**config.mk**
```make
export PLATFORM = sky130hd
export DESIGN_NAME = seg_scan_ctl_flat
export DESIGN_NICKNAME = d
export VERILOG_FILES = /design/src/rtl/seg_scan_ctl_if.sv /design/src/rtl/seg_scan_ctl.sv /design/src/flat_wrapper.sv
export SDC_FILE = /design/constraint.sdc
export NUM_CORES = 1
export LEC_CHECK = 0
export BUFFER_PORTS_ARGS = -buffer_cell sky130_fd_sc_hd__buf_2
export CORE_MARGIN = 1
export CORE_UTILIZATION = 38
export DETAILED_ROUTE_END_ITERATION = 8
export SETUP_SLACK_MARGIN = 0.1
export SKIP_CTS_REPAIR_TIMING = 1
export SLEW_MARGIN = 20
export SYNTH_ARGS = -nofsm -noshare
export SYNTH_HDL_FRONTEND = slang
export SYNTH_SLANG_ARGS = --single-unit
```
**constraint.sdc**
```tcl
create_clock -name clk -period 7.5 [get_ports clk]
set_clock_uncertainty 0.1 [all_clocks]
set_input_delay 1.5 -clock clk [delete_from_list [all_inputs] [get_ports clk]]
set_output_delay 1.5 -clock clk [all_outputs]
set_load 0.01 [all_outputs]
```
**src/rtl/seg_scan_ctl_if.sv**
```systemverilog
// seg_scan_ctl_if: display data/mask inputs and scan outputs of seg_scan_ctl.
// master = display-register side (drives data), slave = scan controller.
interface seg_scan_ctl_if #(
  parameter int NUM_DIGITS = 8
);
  logic                    scan_en;
  logic [4*NUM_DIGITS-1:0] disp_data_pool;
  logic [NUM_DIGITS-1:0]   dp_mask;
  logic [NUM_DIGITS-1:0]   digit_en_mask;
  logic [7:0]              seg0;
  logic [7:0]              seg1;
  logic [NUM_DIGITS-1:0]   seg_flag;
  logic                    frame_done;

  modport master (
    output scan_en, disp_data_pool, dp_mask, digit_en_mask,
    input  seg0, seg1, seg_flag, frame_done
  );

  modport slave (
    input  scan_en, disp_data_pool, dp_mask, digit_en_mask,
    output seg0, seg1, seg_flag, frame_done
  );
endinterface

```
**src/rtl/seg_scan_ctl.sv**
```systemverilog
// seg_scan_ctl: multiplexed 7-segment scan controller.
// Upper half of the digits drive seg0, lower half drive seg1. The pool is
// snapshotted at each frame start so a frame never shows mixed data.
// Optional macro SEG_LEADING_ZERO_SUPPRESS_EN blanks leading zero digits.
//
// state | meaning
// IDLE  | not scanning, all outputs 0, waiting for scan_en
// SHOW  | digit idx lit for DWELL_CYCLES cycles
// BLANK | dead time after a digit, BLANK_CYCLES cycles
module seg_scan_ctl #(
  parameter int NUM_DIGITS   = 8,
  parameter int DWELL_CYCLES = 1,
  parameter int BLANK_CYCLES = 0
) (
  input  logic          clk,
  input  logic          rst,
  seg_scan_ctl_if.slave bus
);
  localparam int IDX_W   = $clog2(NUM_DIGITS);
  localparam int CNT_MAX = (DWELL_CYCLES > BLANK_CYCLES) ? DWELL_CYCLES : BLANK_CYCLES;
  localparam int CNT_W   = (CNT_MAX > 1) ? $clog2(CNT_MAX) : 1;
  localparam logic [CNT_W-1:0] DWELL_LOAD = CNT_W'(DWELL_CYCLES - 1);
  localparam logic [CNT_W-1:0] BLANK_LOAD = CNT_W'((BLANK_CYCLES > 0) ? BLANK_CYCLES - 1 : 0);
  localparam logic [IDX_W-1:0] LAST_IDX   = IDX_W'(NUM_DIGITS - 1);
  localparam logic [IDX_W-1:0] HALF_IDX   = IDX_W'(NUM_DIGITS / 2);

  typedef enum logic [1:0] {IDLE, SHOW, BLANK} state_t;

  state_t                  state, state_n;
  logic [IDX_W-1:0]        idx, idx_n;
  logic [CNT_W-1:0]        cnt, cnt_n;
  logic [4*NUM_DIGITS-1:0] snap, snap_n;
  logic                    fd_n, adv;
  logic [7:0]              seg0_q, seg1_q, seg0_n, seg1_n, code;
  logic [NUM_DIGITS-1:0]   flag_q, flag_n;
  logic                    fd_q;
  logic [3:0]              nib;

  function automatic logic [7:0] decode(input logic [3:0] n);
    case (n)
      4'h0: decode = 8'hfc;  4'h1: decode = 8'h60;
      4'h2: decode = 8'hda;  4'h3: decode = 8'hf2;
      4'h4: decode = 8'h66;  4'h5: decode = 8'hb6;
      4'h6: decode = 8'hbe;  4'h7: decode = 8'he0;
      4'h8: decode = 8'hfe;  4'h9: decode = 8'hf6;
      4'ha: decode = 8'hee;  4'hb: decode = 8'h3e;
      4'hc: decode = 8'h9c;  4'hd: decode = 8'h7a;
      4'he: decode = 8'h9e;  default: decode = 8'h8e;
    endcase
  endfunction

`ifdef SEG_LEADING_ZERO_SUPPRESS_EN
  // True when digit i and every digit above it are zero.
  function automatic logic upper_zero(input logic [4*NUM_DIGITS-1:0] s,
                                      input logic [IDX_W-1:0] i);
    logic z;
    z = 1'b1;
    for (int j = 0; j < NUM_DIGITS; j++)
      if (j >= int'(i) && s[j*4 +: 4] != 4'h0) z = 1'b0;
    return z;
  endfunction
`endif

  // State register, scan position, dwell/blank down-counter and registered outputs.
  always_ff @(posedge clk or posedge rst) begin
    if (rst) begin
      state  <= IDLE;
      idx    <= '0;
      cnt    <= '0;
      snap   <= '0;
      seg0_q <= '0;
      seg1_q <= '0;
      flag_q <= '0;
      fd_q   <= 1'b0;
    end else begin
      state  <= state_n;
      idx    <= idx_n;
      cnt    <= cnt_n;
      snap   <= snap_n;
      seg0_q <= seg0_n;
      seg1_q <= seg1_n;
      flag_q <= flag_n;
      fd_q   <= fd_n;
    end
  end

  // Next-state logic; scan_en only matters in IDLE and at the frame boundary.
  always_comb begin
    state_n = state;
    idx_n   = idx;
    cnt_n   = cnt;
    snap_n  = snap;
    fd_n    = 1'b0;
    adv     = 1'b0;
    case (state)
      IDLE: begin
        if (bus.scan_en) begin
          state_n = SHOW;
          idx_n   = '0;
          cnt_n   = DWELL_LOAD;
          snap_n  = bus.disp_data_pool;
        end
      end
      SHOW: begin
        if (cnt != '0) begin
          cnt_n = cnt - 1'b1;
        end else if (BLANK_CYCLES > 0) begin
          state_n = BLANK;
          cnt_n   = BLANK_LOAD;
        end else begin
          adv = 1'b1;
        end
      end
      BLANK: begin
        if (cnt != '0) cnt_n = cnt - 1'b1;
        else           adv   = 1'b1;
      end
      default: state_n = IDLE;
    endcase

    if (adv) begin
      if (idx == LAST_IDX) begin
        fd_n  = 1'b1;
        idx_n = '0;
        if (bus.scan_en) begin
          state_n = SHOW;
          cnt_n   = DWELL_LOAD;
          snap_n  = bus.disp_data_pool;
        end else begin
          state_n = IDLE;
          cnt_n   = '0;
        end
      end else begin
        state_n = SHOW;
        idx_n   = idx + 1'b1;
        cnt_n   = DWELL_LOAD;
      end
    end
  end

  // Outputs are decoded from the next state so select and segments switch together.
  always_comb begin
    flag_n = '0;
    seg0_n = '0;
    seg1_n = '0;
    nib    = snap_n[idx_n*4 +: 4];
    code   = decode(nib);
`ifdef SEG_LEADING_ZERO_SUPPRESS_EN
    if (idx_n != '0 && upper_zero(snap_n, idx_n)) code = 8'h00;
`endif
    code = code | {7'b0, bus.dp_mask[idx_n]};
    if (state_n == SHOW && bus.digit_en_mask[idx_n]) begin
      flag_n[idx_n] = 1'b1;
      if (idx_n >= HALF_IDX) seg0_n = code;
      else                   seg1_n = code;
    end
  end

  assign bus.seg0       = seg0_q;
  assign bus.seg1       = seg1_q;
  assign bus.seg_flag   = flag_q;
  assign bus.frame_done = fd_q;
endmodule

```
**src/flat_wrapper.sv**
```systemverilog
// flat-port wrapper written by rule: the top's interface ports become plain ports
module seg_scan_ctl_flat 
#(
  parameter int NUM_DIGITS   = 8,
  parameter int DWELL_CYCLES = 1,
  parameter int BLANK_CYCLES = 0
)
  (clk, rst, bus_scan_en, bus_disp_data_pool, bus_dp_mask, bus_digit_en_mask, bus_seg0, bus_seg1, bus_seg_flag, bus_frame_done);
  seg_scan_ctl_if #(.NUM_DIGITS(NUM_DIGITS)) bus_i ();
  input  logic clk;
  input  logic rst;
  input wire logic [$bits(bus_i.scan_en)-1:0] bus_scan_en;
  input wire logic [$bits(bus_i.disp_data_pool)-1:0] bus_disp_data_pool;
  input wire logic [$bits(bus_i.dp_mask)-1:0] bus_dp_mask;
  input wire logic [$bits(bus_i.digit_en_mask)-1:0] bus_digit_en_mask;
  output wire logic [$bits(bus_i.seg0)-1:0] bus_seg0;
  output wire logic [$bits(bus_i.seg1)-1:0] bus_seg1;
  output wire logic [$bits(bus_i.seg_flag)-1:0] bus_seg_flag;
  output wire logic [$bits(bus_i.frame_done)-1:0] bus_frame_done;
  assign bus_i.scan_en = bus_scan_en;
  assign bus_i.disp_data_pool = bus_disp_data_pool;
  assign bus_i.dp_mask = bus_dp_mask;
  assign bus_i.digit_en_mask = bus_digit_en_mask;
  assign bus_seg0 = bus_i.seg0;
  assign bus_seg1 = bus_i.seg1;
  assign bus_seg_flag = bus_i.seg_flag;
  assign bus_frame_done = bus_i.frame_done;
  seg_scan_ctl #(.NUM_DIGITS(NUM_DIGITS), .DWELL_CYCLES(DWELL_CYCLES), .BLANK_CYCLES(BLANK_CYCLES)) u_core (.clk(clk), .rst(rst), .bus(bus_i));
endmodule
```
==> impl_results.md <==
- Syn_area_per_cell: around 11 um^2
- N_diodes: 0
- Worst hold start: u_core.snap[30]
- Worst hold path type: flop to flop
- All-Layer GR Usage: 0.1786
- CTS tree: done
- Main area contributors after synthesis: dfrtp_1, mux2_2, ha_1
- # H-tree levels: 3
- Setup CP Type: primary input to flop
- Final worst path period share: 0.6042
- Setup_tns: 0 ns
- Final Hold Viols: 0
- Input/output buffers: 75
- Core ar.: around 0.0078 mm^2
- Crit. Startpoint: bus_scan_en
- Slew Limit Fails: 0
- Wire per inst: roughly 15 um
- Yosys warning count: 0
- Worst EP arrival: 4.63 ns
- Final antenna-violating net count: 0
- Drt pass-1 iters: 4
- Status: complete, no violations
- FFs w/ async S/R, synth: 1.000
- Aggregate routed wire length: 7043 um
- Commonest non-fill, non-tap cells in the layout: buf_2, dfrtp_1, nor2_1, nand2_1, mux2_2
- Biggest area consumer among synthesized cells: dfrtp_1
- Max Freq: 220.7 MHz
- Initial antenna violation count: 0
- CP required: between 7 and 8 ns
- Row cnt: 32
- Startpoint types: primary input
- Share of layout cells above drive strength 1: 0.3492
- RR Startpoint: u_core.state[0]
- Synthesized instance count: 284
- Fill cells: roughly 760
- Clock Latency Late Sink: between 0.3 and 0.4 ns
- Top Ports: 76
- DRC Markers: 0
- RSZ-0062 raised after global routing: false
- Seq/Total Area, Yosys: 0.4980
- First-pass GRT wire length: 11,560 um
- #FFs+latches synth: 62
- Routed vias/inst: 5.237
- Initial Util: 0.3970
- Vias in the first global route: 2,353
- CTS Sinks: 62
- Final min period: 4.531 ns
- Synthesized area: 0.003115 mm^2
- CP Max Fanout: 14
- Worst hold stages: 2
- Final HPWL DP: 5039 um
- Synthesis-to-layout area growth: 19.44%
- EDFF count, synth: 0
- Die area: 0.008565 mm^2
- DR vias: 2,409
- Initial DRC count: 137
- CTS root buf: clkbuf_8
- Slew margin rel.: 0.4845
- Ys flop type: dfrtp_1
- Distinct cell type count after synthesis: 52
- Die Width: 92.55 um
- GR Overflow Total: 0
- Post-layout net count: 416
- Worst-case reg-to-reg path depth: 15
- Pin count of the biggest net entering global routing: 63
- RePlAce Congestion: 0.8163
- Synth Net Count: 346
- Die H: 92.55 um
- Max Cap Viol: 0
- Measured slew at the worst slew-check pin: around 0.77 ns
- CTS Buf Count: 9
- Endpoint type of the worst setup path: flop
- Commonest non-fill, non-tap cell in the layout: buf_2
- Clock Tree Buf Depth: 2
- Worst-path clk slew: 0.07 ns
- Area fraction of the dominant cell type after synthesis: 0.4980
- Setup violations, final: 0
==> area by class of cell <==
cell class                      instances  area (um^2)  area share
Multi-Input combinational cell        184         1373      0.3689
Inverter                               21        78.83     0.02118
Clock buffer                           12        165.2     0.04438
Clock inverter                          3        42.54     0.01143
Timing Repair Buffer                   76        382.9      0.1029
Tap cell                              102        127.6     0.03430
Sequential cell                        62         1551      0.4169
==> critical path: stages <==
cell and delay [ns]:
buf_2 0.22, nand2_1 0.14, a32oi_2 0.63, inv_1 0.46, nor2_1 0.26, a221oi_1 0.12, nor2_1 0.14, nor2_1 0.12
inv_1 0.14, ha_1 0.28, inv_1 0.11, mux2_4 0.27, mux2i_1 0.17, nor2_1 0.06
==> flip-flops by register name, summed over array words and instances (netlist names) <==
register,cells
u_core.bus.seg0,8
u_core.bus.frame_done,1
u_core.idx,3
u_core.snap,32
u_core.state,2
u_core.bus.seg1,8
u_core.bus.seg_flag,8
==> synth_stat cells (2+ instances only) <==
library cell,count
a211oi_1,5
a21oi_1,5
a221o_1,2
a221oi_1,10
and2_1,3
and3_1,4
buf_2,3
buf_4,2
buf_6,5
clkbuf_1,7
dfrtp_1,62
ha_1,11
inv_1,20
mux2_2,20
mux2i_1,7
nand2_1,28
nand2b_1,3
nand3_1,3
nor2_1,31
nor2b_1,2
nor3_1,5
o21ai_0,4
o22ai_1,2
o32ai_1,10
or4_1,3
==> path summary, 6_finish.rpt <==
| kind | endpoint | slack, ns |
|---|---|---|
| max reg2reg | u_core.bus.seg0[4] | 3.38 |
| max | u_core.bus.seg0[4] | 2.97 |
| min | u_core.snap[30] | 0.38 |
| min reg2reg | u_core.snap[30] | 0.38 |
| max in group asynchronous | u_core.snap[21] | 5.50 |
| min in group asynchronous | u_core.bus.seg1[5] | 1.27 |
==> metal layers <==
| layer | up-vias | GRT usage | wire [um] |
|---|---|---|---|
| li1 | 1153 | - | - |
| met1 | 1152 | 0.2503 | 3287 |
| met2 | 95 | 0.2654 | 3216 |
| met3 | 9 | 0.03612 | 437 |
| met4 | 0 | 0.08203 | 101 |
| met5 | - | 0 | 0 |
==> metrics by stage <==
| step | area, um^2 | setup WS, ns | hold slack (ns) | cells | util |
|---|---|---|---|---|---|
| 5_1_grt | 3721 | 2.600 | 0.3945 | 460 | 0.4742 |
| 3_5_place_dp | 3513 | 2.680 | 0.3660 | 445 | 0.4477 |
| 6_report | 3721 | 2.969 | 0.3772 | 460 | 0.4742 |
| 2_1_floorplan | 3115 | 3.521 | 0.3319 | 284 | - |
| 4_1_cts | 3721 | 3.025 | 0.3826 | 460 | 0.4742 |
| 3_3_place_gp | 3513 | 2.696 | 0.3545 | 445 | 0.4477 |
==> cells by family after synthesis <==
| logic type | synth area share |
|---|---|
| AOI/OAI and AO/OA | 0.1542 |
| xor gates and xnor gates | 0.002812 |
| DFF | 0.4980 |
| buffers and inverters | 0.06144 |
| muxes | 0.1104 |
| adders and majority gates | 0.04418 |
| and+or+nand+nor | 0.1289 |
Power is not shown: default switching activity piles up to over one toggle a cycle in this logic, so the estimate is an artifact.
